`src/rtl/brick_pkg.sv`:
```
// Shared types and constants for the brick tile matrix hit path.
package brick_pkg;

  localparam int unsigned MATRIX_COLS = 17;
  localparam int unsigned MATRIX_ROWS = 14;
  localparam int unsigned TILE_X_W    = 5;
  localparam int unsigned TILE_Y_W    = 4;

  typedef logic [TILE_X_W-1:0] tile_x_t;
  typedef logic [TILE_Y_W-1:0] tile_y_t;

  typedef enum logic [1:0] {IDLE, HOLD, GAP} arb_state_t;

  // True when the tile lies inside a cols x rows matrix.
  function automatic logic tile_in_range(tile_x_t x, tile_y_t y,
                                         int unsigned cols, int unsigned rows);
    return (32'(x) < cols) && (32'(y) < rows);
  endfunction

endpackage

```
`src/rtl/brick_hit_arbiter_rr_pick.sv`:
```
// Round-robin priority encoder: first pending bit at or after ptr, wrapping.
module rr_pick #(
  parameter int unsigned N  = 4,
  parameter int unsigned PW = 2
) (
  input  logic [N-1:0]  pending,
  input  logic [PW-1:0] ptr,
  output logic          found_c,
  output logic [PW-1:0] winner_c
);

  // Upper segment [ptr..N-1] first, then the wrapped segment [0..ptr-1].
  always_comb begin
    found_c  = 1'b0;
    winner_c = '0;
    for (int i = 0; i < int'(N); i++) begin
      if (!found_c && pending[i] && (i >= int'(ptr))) begin
        found_c  = 1'b1;
        winner_c = PW'(i);
      end
    end
    for (int i = 0; i < int'(N); i++) begin
      if (!found_c && pending[i]) begin
        found_c  = 1'b1;
        winner_c = PW'(i);
      end
    end
  end

endmodule

```
`src/rtl/brick_hit_arbiter.sv`:
```
// Serialises brick hits from several requesters into clean single-port collision pulses
// with a guaranteed high time and low gap between hits.
module brick_hit_arbiter
  import brick_pkg::*;
#(
  parameter int unsigned NUM_REQ     = 4,
  parameter int unsigned COLS        = MATRIX_COLS,
  parameter int unsigned ROWS        = MATRIX_ROWS,
  parameter int unsigned HOLD_CYCLES = 1,
  parameter int unsigned GAP_CYCLES  = 1
) (
  input  logic                  clk,
  input  logic                  reset,
  input  logic [NUM_REQ-1:0]    req_valid,
  input  tile_x_t [NUM_REQ-1:0] req_x,
  input  tile_y_t [NUM_REQ-1:0] req_y,
  output logic [NUM_REQ-1:0]    req_ready,
  output logic                  collision,
  output tile_x_t               brickCollision1X,
  output tile_y_t               brickCollision1Y,
  output logic [2:0]            grant_id,
  output logic                  busy,
  output logic                  range_err
);

  localparam int unsigned PW = $clog2(NUM_REQ);
  localparam int unsigned CW = 4;

  arb_state_t state_q, state_d;

  logic [NUM_REQ-1:0]    pend_q, pend_d;
  tile_x_t [NUM_REQ-1:0] slot_x_q, slot_x_d;
  tile_y_t [NUM_REQ-1:0] slot_y_q, slot_y_d;
  logic [PW-1:0]         rr_ptr_q, rr_ptr_d;
  logic [CW-1:0]         cnt_q, cnt_d;
  logic                  collision_q, collision_d;
  tile_x_t               x_q, x_d;
  tile_y_t               y_q, y_d;
  logic [2:0]            grant_q, grant_d;
  logic                  busy_q, busy_d;
  logic                  range_err_q, range_err_d;

  logic                  found_c;
  logic [PW-1:0]         winner_c;

  rr_pick #(
    .N  (NUM_REQ),
    .PW (PW)
  ) u_pick (
    .pending  (pend_q),
    .ptr      (rr_ptr_q),
    .found_c  (found_c),
    .winner_c (winner_c)
  );

  always_ff @(posedge clk or posedge reset) begin
    if (reset) state_q <= IDLE;
    else       state_q <= state_d;
  end

  always_comb begin
    state_d = state_q;
    unique case (state_q)
      IDLE:    if (found_c)        state_d = HOLD;
      HOLD:    if (cnt_q == '0)    state_d = GAP;
      GAP:     if (cnt_q == '0)    state_d = IDLE;
      default:                     state_d = IDLE;
    endcase
  end

  // Slot loading, grant bookkeeping and output register next values.
  always_comb begin
    pend_d      = pend_q;
    slot_x_d    = slot_x_q;
    slot_y_d    = slot_y_q;
    rr_ptr_d    = rr_ptr_q;
    cnt_d       = cnt_q;
    collision_d = collision_q;
    x_d         = x_q;
    y_d         = y_q;
    grant_d     = grant_q;
    range_err_d = 1'b0;

    for (int i = 0; i < int'(NUM_REQ); i++) begin
      if (req_valid[i] && !pend_q[i]) begin
        if (tile_in_range(req_x[i], req_y[i], COLS, ROWS)) begin
          pend_d[i]   = 1'b1;
          slot_x_d[i] = req_x[i];
          slot_y_d[i] = req_y[i];
        end else begin
          range_err_d = 1'b1;
        end
      end
    end

    unique case (state_q)
      IDLE: begin
        collision_d = 1'b0;
        if (found_c) begin
          pend_d[winner_c] = 1'b0;
          collision_d      = 1'b1;
          x_d              = slot_x_q[winner_c];
          y_d              = slot_y_q[winner_c];
          grant_d          = 3'(winner_c);
          cnt_d            = CW'(HOLD_CYCLES - 1);
          if (winner_c == PW'(NUM_REQ - 1)) rr_ptr_d = '0;
          else                              rr_ptr_d = winner_c + PW'(1);
        end
      end
      HOLD: begin
        if (cnt_q == '0) begin
          collision_d = 1'b0;
          cnt_d       = CW'(GAP_CYCLES - 1);
        end else begin
          cnt_d = cnt_q - CW'(1);
        end
      end
      GAP: begin
        collision_d = 1'b0;
        if (cnt_q != '0) cnt_d = cnt_q - CW'(1);
      end
      default: collision_d = 1'b0;
    endcase

    busy_d = (state_d != IDLE);
  end

  always_ff @(posedge clk or posedge reset) begin
    if (reset) begin
      pend_q      <= '0;
      slot_x_q    <= '0;
      slot_y_q    <= '0;
      rr_ptr_q    <= '0;
      cnt_q       <= '0;
      collision_q <= 1'b0;
      x_q         <= '0;
      y_q         <= '0;
      grant_q     <= '0;
      busy_q      <= 1'b0;
      range_err_q <= 1'b0;
    end else begin
      pend_q      <= pend_d;
      slot_x_q    <= slot_x_d;
      slot_y_q    <= slot_y_d;
      rr_ptr_q    <= rr_ptr_d;
      cnt_q       <= cnt_d;
      collision_q <= collision_d;
      x_q         <= x_d;
      y_q         <= y_d;
      grant_q     <= grant_d;
      busy_q      <= busy_d;
      range_err_q <= range_err_d;
    end
  end

  assign req_ready        = ~pend_q;
  assign collision        = collision_q;
  assign brickCollision1X = x_q;
  assign brickCollision1Y = y_q;
  assign grant_id         = grant_q;
  assign busy             = busy_q;
  assign range_err        = range_err_q;

endmodule

```
`config.mk`:
```
export PLATFORM = sky130hd
export DESIGN_NAME = brick_hit_arbiter
export DESIGN_NICKNAME = d
export VERILOG_FILES = /design/src/rtl/brick_pkg.sv /design/src/rtl/brick_hit_arbiter_rr_pick.sv /design/src/rtl/brick_hit_arbiter.sv
export SDC_FILE = /design/constraint.sdc
export NUM_CORES = 1
export LEC_CHECK = 0
export ABC_CLOCK_PERIOD_IN_PS = 2600
export CAP_MARGIN = 25
export CORE_MARGIN = 3
export CORE_UTILIZATION = 63
export CTS_CLUSTER_DIAMETER = 40
export DETAILED_ROUTE_END_ITERATION = 8
export DONT_BUFFER_PORTS = 1
export GPL_ROUTABILITY_DRIVEN = 0
export PLACE_DENSITY_LB_ADDON = 0.2
export SYNTH_ARGS = -nofsm -noshare
export SYNTH_HDL_FRONTEND = slang
export SYNTH_SLANG_ARGS = --single-unit
```
`constraint.sdc`:
```
create_clock -name clk -period 2.6 [get_ports clk]
set_clock_uncertainty 0.15 [all_clocks]
set_input_delay 0.78 -clock clk [delete_from_list [all_inputs] [get_ports clk]]
set_output_delay 0.78 -clock clk [all_outputs]
set_load 0.05 [all_outputs]
```
## After elaboration in Yosys (flattened, before gate mapping)

Index checks and enable logic that the tools add are counted.
W data, S select, Z words.

- Add/subtract/negate cells: 2
- Magnitude comparators: 13
- Equal/unequal tests: 6
- Multiplexer cells: 51
- Bitwise logic cells: 3
- Reductions and logical operators: 41

Operator list:

| kind | number |
|---|---|
| $mux W1 | 28 |
| $mux W4 | 6 |
| $lt A5 B5 Y1 const B | 4 |
| $mux W2 | 10 |
| $logic_and A1 B1 Y1 | 19 |
| $lt A4 B4 Y1 const B | 4 |
| $pmux W4 S3 | 1 |
| $logic_not A1 Y1 | 11 |
| $bmux W5 S2 | 1 |
| $reduce_and A2 Y1 | 5 |
| $bmux W4 S2 | 1 |
| $not A4 Y4 | 2 |
| $ne A2 B2 Y1 const B | 3 |
| $pmux W2 S3 | 1 |
| $mux W5 | 1 |
| $and A4 B4 Y4 | 1 |
| $eq A2 B2 Y1 const B | 2 |
| $ge A1 B2 Y1 const A | 2 |
| $logic_not A4 Y1 | 1 |
| $reduce_bool A4 Y1 | 1 |
| $sub A4 B1 Y4 const B | 1 |
| $lt A2 B3 Y1 const B | 1 |
| $reduce_and A3 Y1 | 1 |
| $reduce_bool A3 Y1 | 1 |
| other kinds (8) | 8 |

- Register bits after elaboration: 62
- Bits of input ports: 42
- Output and inout port bits: 19
- Word-level logic and storage cells: 134

## Depth between registers and ports, before layout

- Word-level depth: 34
- Mapped depth: 10
- Depth with buffers taken out: 7

## By module

From an unflattened synthesis, not the netlist that was laid out.

- Cells, all modules: 240
- Area, all modules: 2997.9 um^2

Modules (own cells, without submodules):

| module | times used | cells each | area each (um^2) | sequential area each (um^2) |
|---|---|---|---|---|
| brick_hit_arbiter | 1 | 228 | 2924.1 | 1551.5 |
| rr_pick | 1 | 12 | 73.8 | 0.0 |

## Worst setup path before layout

Ideal clock, no wire load.

- Path type: input to register
- Start: input port req_x[5] (netlist bit)
- End: register slot_x_q[9] (netlist bit)
- Library setup time: 0.128 ns
- Arrival time: 2.067 ns
- Required time: 2.322 ns
- Slack: 0.255 ns
- Stages: 4
- Buffers on the path: 0
- Cells stage by stage: or4_1 a32oi_2 nand3_2 mux2_1

- Cells in the longest elaborated chain, start to end: 3

RTL lines:

| what | RTL line | text |
|---|---|---|
| start: declaration | brick_hit_arbiter.sv:15 | `input tile_x_t [NUM_REQ-1:0] req_x,` |
| $lt A5 B5 Y1 | brick_pkg.sv:17 | `return (32'(x) < cols) && (32'(y) < rows);` |
| $logic_and A1 B1 Y1 | brick_pkg.sv:17 |  |
| $reduce_and A2 Y1 (no source line) | - |  |
| end signal: assignment | brick_hit_arbiter.sv:143 | `slot_x_q <= slot_x_d;` |
| end: declaration | brick_hit_arbiter.sv:32 | `tile_x_t [NUM_REQ-1:0] slot_x_q, slot_x_d;` |

Every way passes these cells.
A chain may end at the register's enable or synchronous reset.

## Worst setup path after layout

- Start: register pend_q[3]
- End: output port req_ready[3]

- Cells in the longest elaborated chain, start to end: 1

RTL lines:

| what | RTL line | text |
|---|---|---|
| start: declaration | brick_hit_arbiter.sv:31 | `logic [NUM_REQ-1:0] pend_q, pend_d;` |
| start signal: assignment | brick_hit_arbiter.sv:142 | `pend_q <= pend_d;` |
| $not A4 Y4 | brick_hit_arbiter.sv:156 | `assign req_ready = ~pend_q;` |
| end: declaration | brick_hit_arbiter.sv:17 | `output logic [NUM_REQ-1:0] req_ready,` |

Every way passes these cells.

==> out/results.tsv <==
metric	value	unit
status	finished, final reports clean	
die_area	5690	sq um
crit_path_max_fanout	7	
path_buf_inv	1	
yosys.area_share.simple	9.73	%
synthXorXnorAreaFrac	0	%
synth_area_leaders	dfrtp_1, mux2_2, a211oi_1	
antenna_found_initial	0	
initial_core_util	67.4	%
synth_area_leader_cell	dfrtp_1	
drc	0	
post-cts-setup-buffer-count	0	
fillers	313	
p_leak	0.00143	uW
p_int	2860	uW
die_x	75.4	microns
p_seq_share	43.0	%
synth_cell_types	40	
yosys-mux-area-fraction	16.7	%
cpLargestDelayFamily	flip-flops	
async_reset_ff_share	100	%
num_vias	1974	
wl	6390	microns
p_comb_share	38.3	%
syn_avg_cell_area	12.2	sq um
synth_edf_count	0	
mostFrequentLayoutCell	dfrtp_1	
pwr_density_cell	1520	nW/um^2
ant_nets	0	
setup_slack	0.420	ns
yosysWarnings	0	
vdd_ir_drop_max	0.713	mV
report.final.slew_viol_count	0	
final_nets	309	
initialDrtViolationCount	69	
clkPwrFrac	18.8	%
syn_nets	299	
arrival	1.25	ns
cts_root_buf	clkbuf_8	
p_sw	2180	uW
worst_slew_pin_slew	0.573	ns
synth_top_family_by_area	multiplexers	
ios	61	
post_cts_resized	0	
mostFrequentLayoutCells	dfrtp_1, mux2_2, a211oi_1, nor2_1, nand2_1	
min_period_over_period	83.8	%
synth_ff_type	dfrtp_1	
worstSetupStartpointType	register	
clk_pin_slew_worst_paths	0.07	ns
cts_sinks	62	
end_kind	output port	
rsz0062_at_grt	no	
grt_pass1_vias	2077	
coreArea	4500	sq um
relSlewSlack	61.8	%
tns	0	ns
cts_buffer_depth	2	
insertion_delay	0.34	ns
rows	24	
overflow	0	
wl_per_cell	20.3	microns
maxCapViolations	0	
hold_path_class	input pin to asynchronous set/reset pin	
grt_first_pass_wirelength	10000	microns
setup_viol	0	
synthCells	248	
crit_type	register to output port	
yosysTopAreaCellShare	51.1	%
port_buffers	0	
synth-seq-cells	62	
slowest_stage	dfrtp_1	
hold_violations	0	
required	1.67	ns
p_sw_share	43.2	%
cts_hold_buffers	0	
synth-compound-area-share	15.3	%
fmax	459	MHz
seq_area_frac_synth	51.1	%
grtUsageTotal	24.5	%
h-tree-depth	3	
synthAdderAreaFrac	3.71	%
numCtsBuffers	9	
netlist_area	3030	sq um
r2r_slack	0.48	ns
grt_max_degree	37	
post-place-ws	0.0567	ns
viasPerCell	6.29	
syn2layout_area_growth	9.53	%
antenna_cells	0	
dr.pass1.iters	4	
path_cells	inv_1	
fin_crit	2.18	ns
critical-path-max-stage-delay	0.47	ns
cts_tree	built	
drive_gt1_share	28.2	%
die_h	75.4	microns
place_hpwl	4670	microns
[kinds of logic (layout without fill, tap and decap cells)]
group / Yosys count / after routing
other: 1 / 1
buffers and inverters: 21 / 35
DFF: 62 / 62
adders and majority gates: 9 / 9
AOI/OAI and AO/OA: 60 / 60
muxes: 46 / 46
and+or+nand+nor: 49 / 49
[registers in the layout, summed over array words and instances (netlist names)]
signal / cells
collision: 1
brickCollision1X: 5
cnt_q: 4
pend_q: 4
slot_x_q: 20
state_q: 2
brickCollision1Y: 4
slot_y_q: 16
busy: 1
grant_id: 2
range_err: 1
rr_ptr_q: 2
[worst reg2reg max path, cell delays in order (launching register included)]
cell      delay (ns)
dfrtp_1         0.48
a21boi_0        0.21
o32a_2          0.27
nand2_2         0.08
inv_1           0.34
a211oi_1        0.18
a211oi_1        0.29
[final cells by class]
type                            instances  area (sq um)  share of cell area, %
Inverter                               12          45.0                   1.36
Clock buffer                           11           151                   4.56
Tap cell                               52          65.1                   1.96
Timing Repair Buffer                    8          60.1                   1.81
Sequential cell                        62          1550                   46.7
Multi-Input combinational cell        165          1380                   41.5
Clock inverter                          4          70.1                   2.11
[power by group through the flow]
| stage | clock network (uW) | registers [uW] | logic (uW) |
|---|---|---|---|
| floorplan | 0 | 2040 | 1610 |
| global placement | 0 | 2160 | 1850 |
| CTS | 953 | 2170 | 1930 |
| detailed placement | 0 | 2180 | 1910 |
| global route | 1000 | 2230 | 2140 |
| finish | 946 | 2170 | 1930 |
[per-layer routing]
layer,global-route usage (%),wire [microns],vias up,share of wire [%]
met4,12.2,155,0,2.4
met5,0,0,-,0
li1,-,-,931,-
met1,30.7,2730,968,43
met3,7.39,440,15,6.9
met2,38.7,3070,60,48
[cell usage after synthesis (3+ instances only)]
cell and n:
buf_4 3, or4_1 4, a21oi_1 7, o21ai_0 9, ha_1 9, nand2_1 12, nor2_1 13, inv_1 12
a22oi_1 3, a32oi_2 4, mux2i_1 10, dfrtp_1 62, a211oi_1 18, a21boi_0 10, nor3b_1 5, buf_2 4
mux2_2 35
[final timing paths]
check | from | to | depth (start not counted)
worst max-delay path | pend_q[3] | req_ready[3] | 1
worst min-delay path | reset | slot_y_q[6] | 2
worst max register to register | pend_q[1] | brickCollision1Y[2] | 6
worst min register to register | slot_y_q[10] | slot_y_q[10] | 1
max in group asynchronous | reset | slot_y_q[11] | 2
min in group clk | slot_y_q[10] | slot_y_q[10] | 1
[per-stage QoR]
step	hold WS, ns	power [uW]	util [%]	instance area (sq um)	std cells
3_3_place_gp	0.337	4010	68.9	3100	299
3_5_place_dp	0.342	4090	68.9	3100	299
6_report	0.235	5050	73.8	3320	314
2_1_floorplan	0.314	3650	-	3030	248
5_1_grt	0.258	5370	73.8	3320	314
4_1_cts	0.239	5050	73.8	3320	314
Note: power is estimated with default switching activity, not from simulation.
